## src/rtl/apb_completer_if.sv

```systemverilog
// APB completer-side bus bundle: request signals from the bridge, registered response back.
interface apb_completer_if #(
  parameter int unsigned ADDR_WIDTH = 32,
  parameter int unsigned DATA_WIDTH = 32
) ();
  logic                    psel;
  logic                    penable;
  logic                    pwrite;
  logic [ADDR_WIDTH-1:0]   paddr;
  logic [2:0]              pprot;
  logic [DATA_WIDTH-1:0]   pwdata;
  logic [DATA_WIDTH/8-1:0] pstrb;
  logic                    pready;
  logic [DATA_WIDTH-1:0]   prdata;
  logic                    pslverr;

  modport master (
    output psel, penable, pwrite, paddr, pprot, pwdata, pstrb,
    input  pready, prdata, pslverr
  );

  modport slave (
    input  psel, penable, pwrite, paddr, pprot, pwdata, pstrb,
    output pready, prdata, pslverr
  );
endinterface

```

## src/rtl/apb_completer.sv

```systemverilog
// APB completer: byte-strobed register file with protection check, programmable wait states,
// PSLVERR on decode errors and on transfers abandoned by psel dropping early.
module apb_completer #(
  parameter int unsigned ADDR_WIDTH  = 32,
  parameter int unsigned DATA_WIDTH  = 32,
  parameter int unsigned NUM_REGS    = 16,
  parameter int unsigned WAIT_STATES = 1,
  parameter int unsigned PROT_LSB    = 8
) (
  input logic            pclk,
  input logic            presetn,
  apb_completer_if.slave apb
);

  localparam int unsigned IdxW  = $clog2(NUM_REGS);
  localparam int unsigned StrbW = DATA_WIDTH / 8;
  localparam int unsigned DecW  = PROT_LSB + 3;

  typedef enum logic [1:0] {StIdle, StAccess, StResp, StAbort} state_e;

  state_e                state_q;
  logic [3:0]            cnt_q;
  logic [DecW-1:0]       addr_q;
  logic                  write_q;
  logic [2:0]            prot_q;
  logic [DATA_WIDTH-1:0] wdata_q;
  logic [StrbW-1:0]      strb_q;
  logic                  pready_q;
  logic                  pslverr_q;
  logic [DATA_WIDTH-1:0] prdata_q;
  logic [DATA_WIDTH-1:0] regs_q [NUM_REGS];

  logic                  lat_err;
  logic                  in_err;
  logic [DATA_WIDTH-1:0] lat_rdata;
  logic [DATA_WIDTH-1:0] in_rdata;
  logic                  commit;

  // Address bits above the region attributes never reach the decoder.
  function automatic logic addr_err(input logic [DecW-1:0] a, input logic [2:0] prot);
    logic e;
    e = (a[1:0] != 2'b00);
    for (int unsigned i = IdxW + 2; i < PROT_LSB; i++) begin
      e = e | a[i];
    end
    e = e | ((a[PROT_LSB+2 -: 3] & ~prot) != 3'b000);
    return e;
  endfunction

  always_comb begin
    lat_err   = addr_err(addr_q, prot_q);
    in_err    = addr_err(apb.paddr[DecW-1:0], apb.pprot);
    lat_rdata = (write_q || lat_err) ? '0 : regs_q[addr_q[IdxW+1:2]];
    in_rdata  = (apb.pwrite || in_err) ? '0 : regs_q[apb.paddr[IdxW+1:2]];
    commit    = (state_q == StResp) && apb.psel && apb.penable && write_q && !lat_err;
  end

  always_ff @(posedge pclk or negedge presetn) begin
    if (!presetn) begin
      state_q   <= StIdle;
      cnt_q     <= '0;
      addr_q    <= '0;
      write_q   <= 1'b0;
      prot_q    <= '0;
      wdata_q   <= '0;
      strb_q    <= '0;
      pready_q  <= 1'b0;
      pslverr_q <= 1'b0;
      prdata_q  <= '0;
    end else begin
      unique case (state_q)
        StIdle: begin
          // A bare penable without a setup phase is ignored.
          if (apb.psel && !apb.penable) begin
            addr_q  <= apb.paddr[DecW-1:0];
            write_q <= apb.pwrite;
            prot_q  <= apb.pprot;
            wdata_q <= apb.pwdata;
            strb_q  <= apb.pstrb;
            cnt_q   <= 4'(WAIT_STATES);
            if (WAIT_STATES == 0) begin
              pready_q  <= 1'b1;
              pslverr_q <= in_err;
              prdata_q  <= in_rdata;
              state_q   <= StResp;
            end else begin
              state_q <= StAccess;
            end
          end
        end
        StAccess: begin
          if (!apb.psel) begin
            pready_q  <= 1'b1;
            pslverr_q <= 1'b1;
            prdata_q  <= '0;
            state_q   <= StAbort;
          end else if (cnt_q <= 4'd1) begin
            cnt_q     <= '0;
            pready_q  <= 1'b1;
            pslverr_q <= lat_err;
            prdata_q  <= lat_rdata;
            state_q   <= StResp;
          end else begin
            cnt_q <= cnt_q - 4'd1;
          end
        end
        StResp: begin
          if (!apb.psel) begin
            pready_q  <= 1'b1;
            pslverr_q <= 1'b1;
            prdata_q  <= '0;
            state_q   <= StAbort;
          end else if (apb.penable) begin
            pready_q  <= 1'b0;
            pslverr_q <= 1'b0;
            prdata_q  <= '0;
            state_q   <= StIdle;
          end
        end
        StAbort: begin
          pready_q  <= 1'b0;
          pslverr_q <= 1'b0;
          prdata_q  <= '0;
          state_q   <= StIdle;
        end
        default: state_q <= StIdle;
      endcase
    end
  end

  always_ff @(posedge pclk or negedge presetn) begin
    if (!presetn) begin
      for (int unsigned i = 0; i < NUM_REGS; i++) begin
        regs_q[i] <= '0;
      end
    end else if (commit) begin
      for (int unsigned b = 0; b < StrbW; b++) begin
        if (strb_q[b]) begin
          regs_q[addr_q[IdxW+1:2]][8*b +: 8] <= wdata_q[8*b +: 8];
        end
      end
    end
  end

  assign apb.pready  = pready_q;
  assign apb.pslverr = pslverr_q;
  assign apb.prdata  = prdata_q;

endmodule

```

## src/flat_wrapper.sv

```systemverilog
// flat-port wrapper written by rule: the top's interface ports become plain ports
module apb_completer_flat 
#(
  parameter int unsigned ADDR_WIDTH  = 32,
  parameter int unsigned DATA_WIDTH  = 32,
  parameter int unsigned NUM_REGS    = 16,
  parameter int unsigned WAIT_STATES = 1,
  parameter int unsigned PROT_LSB    = 8
)
  (pclk, presetn, apb_psel, apb_penable, apb_pwrite, apb_paddr, apb_pprot, apb_pwdata, apb_pstrb, apb_pready, apb_prdata, apb_pslverr);
  apb_completer_if #(.ADDR_WIDTH(ADDR_WIDTH), .DATA_WIDTH(DATA_WIDTH)) apb_i ();
  input logic pclk;
  input logic presetn;
  input wire logic [$bits(apb_i.psel)-1:0] apb_psel;
  input wire logic [$bits(apb_i.penable)-1:0] apb_penable;
  input wire logic [$bits(apb_i.pwrite)-1:0] apb_pwrite;
  input wire logic [$bits(apb_i.paddr)-1:0] apb_paddr;
  input wire logic [$bits(apb_i.pprot)-1:0] apb_pprot;
  input wire logic [$bits(apb_i.pwdata)-1:0] apb_pwdata;
  input wire logic [$bits(apb_i.pstrb)-1:0] apb_pstrb;
  output wire logic [$bits(apb_i.pready)-1:0] apb_pready;
  output wire logic [$bits(apb_i.prdata)-1:0] apb_prdata;
  output wire logic [$bits(apb_i.pslverr)-1:0] apb_pslverr;
  assign apb_i.psel = apb_psel;
  assign apb_i.penable = apb_penable;
  assign apb_i.pwrite = apb_pwrite;
  assign apb_i.paddr = apb_paddr;
  assign apb_i.pprot = apb_pprot;
  assign apb_i.pwdata = apb_pwdata;
  assign apb_i.pstrb = apb_pstrb;
  assign apb_pready = apb_i.pready;
  assign apb_prdata = apb_i.prdata;
  assign apb_pslverr = apb_i.pslverr;
  apb_completer #(.ADDR_WIDTH(ADDR_WIDTH), .DATA_WIDTH(DATA_WIDTH), .NUM_REGS(NUM_REGS), .WAIT_STATES(WAIT_STATES), .PROT_LSB(PROT_LSB)) u_core (.pclk(pclk), .presetn(presetn), .apb(apb_i));
endmodule
```

## config.mk

```make
export PLATFORM = sky130hd
export DESIGN_NAME = apb_completer_flat
export DESIGN_NICKNAME = d
export VERILOG_FILES = /design/src/rtl/apb_completer_if.sv /design/src/rtl/apb_completer.sv /design/src/flat_wrapper.sv
export SDC_FILE = /design/constraint.sdc
export NUM_CORES = 1
export LEC_CHECK = 0
export CAP_MARGIN = 5
export CORE_ASPECT_RATIO = 1.1
export CORE_MARGIN = 4
export CORE_UTILIZATION = 61
export CTS_CLUSTER_SIZE = 30
export DETAILED_ROUTE_END_ITERATION = 16
export PLACE_DENSITY = 0.83
export RECOVER_POWER = 25
export SYNTH_ARGS = -nofsm -noshare
export SYNTH_HDL_FRONTEND = slang
export SYNTH_SLANG_ARGS = --single-unit
```

## constraint.sdc

```tcl
create_clock -name pclk -period 2.9 [get_ports pclk]
set_input_delay 0.58 -clock pclk [delete_from_list [all_inputs] [get_ports pclk]]
set_output_delay 0.58 -clock pclk [all_outputs]
set_load 0.01 [all_outputs]
```

# == Word level (Yosys, flattened, before mapping) ==
# Index checks and enable logic that the tools add are counted.
# W data, S select, Z words.
# word_totals
ff_bits,603
in_bits,76
out_inout_bits,34
word_cells,107
# classes
n_addsub,1
magnitude_cmp,3
eq_ne,7
n_mux,46
bitwise_logic,6
n_reduce_logical,18
# ops
cell,count
$mux W512,7
$bwmux W512,4
$demux W32 S4,4
$mux W32,8
$bmux W32 S4,1
$pmux W32 S3,1
$mux W24,1
$mux W16,1
$mux W4,3
$mux W2,5
$reduce_and A3 Y1,3
$mux W8,1
$pmux W2 S4,1
$pmux W4 S2,1
$logic_and A1 B1 Y1,6
$mux W1,6
$pmux W1 S3,2
$reduce_bool A3 Y1,2
$ge A5 B5 Y1 const B,1
$lt A5 B1 Y1 const B,1
$not A4 Y5,1
$eq A2 B2 Y1 const B,2
$le A4 B1 Y1 const B,1
$reduce_bool A2 Y1,2
other kinds (13),16

# == Logic depth before layout (Yosys ltp) ==
# depth
word_depth,16
ltp_mapped,9
depth_no_buf,7

# == Worst setup path after synthesis ==
# Ideal clock, no wire load.
# synth_path
path_type,register -> register
from,register u_core.addr_q[3]
to,register u_core.prdata_q[21] (netlist: u_core.apb.prdata[21])
setup_time_ps,134
arrival_ps,2042
required_ps,2766
slack_ps,724
stages_incl_launch_ff,7
path_buffers,2
period_less_slack_ps,2176
cell_sequence,dfrtp_1 buf_2 buf_1 mux4_2 mux2_2 a22oi_1 o21ai_0
# synth_between
elab_chain_cells,8
# synth_lines
item,line_no,source
"start, declared",apb_completer.sv:23,logic [DecW-1:0] addr_q;
"start signal, assigned",apb_completer.sv:75,addr_q <= apb.paddr[DecW-1:0];
$not A4 Y5 (implied by the code),apb_completer.sv:53,lat_rdata = (write_q || lat_err) ? '0 : regs_q[addr_q[IdxW+1:2]];
$bmux W32 S4,apb_completer.sv:53,
$mux W32 (implied by the code) (2 in a row),apb_completer.sv:53,
$mux W32,apb_completer.sv:53,
$mux W32,apb_completer.sv:97,end else if (cnt_q <= 4'd1) begin
$mux W32,apb_completer.sv:92,if (!apb.psel) begin
$pmux W32 S3,apb_completer.sv:71,unique case (state_q)
"end signal, assigned",apb_completer.sv:84,prdata_q <= in_rdata;
"end signal, assigned",apb_completer.sv:101,prdata_q <= lat_rdata;
"end, declared",apb_completer.sv:30,logic [DATA_WIDTH-1:0] prdata_q;
# No other way between the ends. The select of a mux whose other input is x is not followed.
# A chain may end at the register's enable or synchronous reset.

# == Worst setup path after layout ==
# layout_path
from,register u_core.addr_q[8]
to,register u_core.regs_q[113] (netlist bit)
# layout_between
elab_chain_cells,5
# layout_lines
item,line_no,source
$and A3 B3 Y3,apb_completer.sv:46,e = e | ((a[PROT_LSB+2 -: 3] & ~prot) != 3'b000);
$reduce_bool A3 Y1,apb_completer.sv:46,
$or A1 B1 Y1,apb_completer.sv:46,
$logic_not A1 Y1,apb_completer.sv:55,commit = (state_q == StResp) && apb.psel && apb.penable && write_q && !lat_err;
$logic_and A1 B1 Y1,apb_completer.sv:55,
"end signal, assigned by index",apb_completer.sv:139,regs_q[addr_q[IdxW+1:2]][8*b +: 8] <= wdata_q[8*b +: 8];
"end, declared",apb_completer.sv:31,logic [DATA_WIDTH-1:0] regs_q [NUM_REGS];
# No other way between the ends.

==> flow_summary_export.csv <==
group,metric,value,unit
global_routing,grt_pass1_wl,94.5,mm
logic_synthesis,netlist_top_cells_count,"603 x dfrtp_1, 555 x mux2_2, 128 x mux4_2",
final_layout,fin_nets,1894,
sta,rsz0062_at_grt,"false",
logic_synthesis,synth_top_area_share,55.6,%
cts,path_clk_slew,0.06,ns
sta,finalWorstSetupSlack,0.213,ns
placement,dp_hpwl,37.3,mm
cts,cts_root_buffer,"clkbuf_16",
sta,worstMarginPinSlew,2.03,ns
final_layout,drive_gt1_share,50.6,%
critical_path,start_kind,"flip-flop",
logic_synthesis,synth_top_family_by_area,"multiplexers",
placement,dpl_cell_area,0.0295,mm2
global_routing,overflow,0,
cts,cts.path.max_buffers,3,
cts,numCtsBuffers,57,
sta,slew_viol_final,69,
route,drc_errors,0,
logic_synthesis,ys_seq_elements,603,
run,drv_cap,1,
route,vias_per_cell,6.25,
final_layout,multiInputGateArea,0.0116,mm2
sta,fmaxAchievable,372,MHz
final_layout,finalInstanceArea,0.0314,mm2
critical_path,critical_path.max_fanout,8,
logic_synthesis,netlist_area,0.0271,mm2
logic_synthesis,synth_cells,1691,
cts,cts_resized,0,
sta,clock_skew,0.0147,ns
logic_synthesis,synth_flop_cell,"dfrtp_1",
logic_synthesis,synthSimpleGateAreaFrac,4.03,%
logic_synthesis,synthAdderAreaFrac,0.0922,%
floorplan,ios,110,
cts,clkLatencyLatePin,0.61,ns
global_routing,grt_pass1_vias,16800,
critical_path,arrival,3.18,ns
logic_synthesis,yosys-top-cells-area,"dfrtp_1 56%, mux2_2 23%, mux4_2 11%, mux2_1 1.3%, mux2i_1 1.2%",
logic_synthesis,synth_warnings,0,
logic_synthesis,muxShareOfSynthArea,36.5,%
sta,slew_headroom,-35.6,%
critical_path,endpoint_kind,"flip-flop",
logic_synthesis,post_synth.cell_area_avg,16.0,um2
sta,fin_crit,2.69,ns
route,drt-initial-drc-count,791,
logic_synthesis,synth_edf_count,0,
logic_synthesis,synthArstFlopShare,100,%
outcome,violations,"capacitance limit, slew limit",
cts,cts_tree,"yes",
power_and_ir_drop,power.density,699,mW/mm2
route,ant_nets,0,
final_layout,n_antenna_cell,0,
route,first_pass_iters,5,
placement,globalplace.congestion,0.790,
final_layout,finalNonFillerCells,2438,
global_routing,grt_max_degree,78,
sta,hold_viol_final,0,
final_layout,regArea,0.0151,mm2
global_routing,track_usage,24.9,%
placement,post-place-ws,-0.0474,ns
route,wire_per_inst,24.0,um
route,num_vias,15200,
critical_path,worst-setup-path-type,"reg -> reg",
floorplan,die_w,209,um
outcome,status,"finished with violations",
placement,dp.cells,2328,
floorplan,fp.dieH,229,um
logic_synthesis,synth.distinct_cells,50,
cts,cts_sinks,603,
floorplan,rows,80,
cts,htreeDepth,2,
sta,setup_viol,0,
critical_path,r2r_slack,0.21,ns
logic_synthesis,ys_seq_area_share,55.6,%
logic_synthesis,yosysMostFrequentCell,"dfrtp_1",
placement,port_buffers,88,
route,wirelength,58.5,mm
global_routing,antenna_found_initial,0,
final_layout,fillCellCount,2730,
logic_synthesis,synth_compound_area_share,1.92,%
floorplan,initial_utilization,62.2,%
power_and_ir_drop,p_leak,14.9,nW
critical_path,worstPathRequired,3.39,ns
logic_synthesis,synth_xor_area_share,0,%
floorplan,core,0.0436,mm2
min_path,hp-class,"reg -> reg",
logic_synthesis,syn_nets,1769,
final_layout,area_growth_syn_to_layout,15.6,%
floorplan,fp.dieArea,0.0479,mm2
power_and_ir_drop,ir_drop,0.731,mV
sta,finalCritPeriodShare,92.6,%
logic_synthesis,synth_area_leader_cell,"dfrtp_1",
## final timing paths
| check | cells after the start | from | to |
|---|---|---|---|
| max | 5 | u_core.addr_q[8] | u_core.regs_q[113] |
| min | 1 | u_core.regs_q[245] | u_core.regs_q[245] |
| max reg2reg | 5 | u_core.addr_q[8] | u_core.regs_q[113] |
| min reg2reg | 1 | u_core.regs_q[245] | u_core.regs_q[245] |
| max in group asynchronous | 3 | presetn | u_core.regs_q[336] |
| min in group asynchronous | 2 | presetn | u_core.regs_q[19] |
## registers in the layout (all words and copies together), names as in the netlist
| name | cells |
|---|---|
| u_core.strb_q | 4 |
| u_core.regs_q | 512 |
| u_core.apb.pslverr | 1 |
| u_core.apb.prdata | 32 |
| u_core.prot_q | 3 |
| u_core.addr_q | 11 |
| u_core.apb.pready | 1 |
| u_core.write_q | 1 |
| u_core.wdata_q | 32 |
| u_core.cnt_q | 4 |
| u_core.state_q | 2 |
## layout by cell type (no fill, tap or decap), drive strengths merged, types with 26 or more instances in the layout
| master | Yosys | layout |
|---|---|---|
| a22oi | 32 | 32 |
| buf | 61 | 82 |
| clkbuf | 48 | 96 |
| clkdlybuf4s50 | 0 | 87 |
| dfrtp | 603 | 603 |
| mux2 | 593 | 593 |
| mux2i | 32 | 32 |
| mux4 | 128 | 128 |
| nand2 | 26 | 26 |
| nor2 | 42 | 42 |
| o21ai | 46 | 46 |
## worst max-delay path, stage by stage, from the launching register on
cell and delay (ns):
dfrtp_1 0.39, nor2b_1 0.16, nor3_2 0.53, nand2_1 0.61, nor2_4 0.48, mux2_2 0.40
## area by class of cell
class	count	area share (%)
Clock buffer	91	5.60
Clock inverter	16	0.447
Inverter	4	0.0479
Multi-Input combinational cell	975	36.9
Sequential cell	603	48.2
Tap cell	574	2.29
Timing Repair Buffer	175	6.60
## power breakdown
group / switching [mW] / internal, mW
sequential: 1.52 / 8.87
combinational: 2.26 / 1.81
clock: 3.14 / 4.32
## cells by family (layout without fill, tap and decap cells)
group / after synthesis / after routing
AO/OA/AOI/OAI: 85 / 85
adder cells (fa/ha/maj): 2 / 2
buffers and inverters: 113 / 286
flip-flops: 603 / 603
multiplexers: 753 / 753
AND/OR/NAND/NOR: 135 / 135
## repair_timing
item / 4_1_cts / 5_1_grt
buffers inserted: 0 / 2
hold buffers: 1 / 0
endpoints found under the setup margin: 0 / 24
hold endpoints to repair: 20 / 0
## per-stage QoR
stage	util (%)	setup TNS [ns]	total power, mW	hold slack [ns]
after floorplan	-	0	12.9	0.284
after global placement	67.5	0	14.4	0.462
after detailed placement	67.5	-1.15	14.6	0.469
after CTS	71.9	0	22.1	0.482
after global routing	71.9	0	22.8	0.500
final	71.9	0	21.9	0.481
## routing by layer
metal	wire (um)	global-route usage, %	part of all wire [%]	vias to the layer above
met2	30300	42.6	52	323
li1	-	-	-	6576
met3	2480	4.00	4.2	103
met5	0	0.406	0	-
met1	24100	33.4	41	8244
met4	1560	7.87	2.7	0
Power figures use the tool's default switching activity.
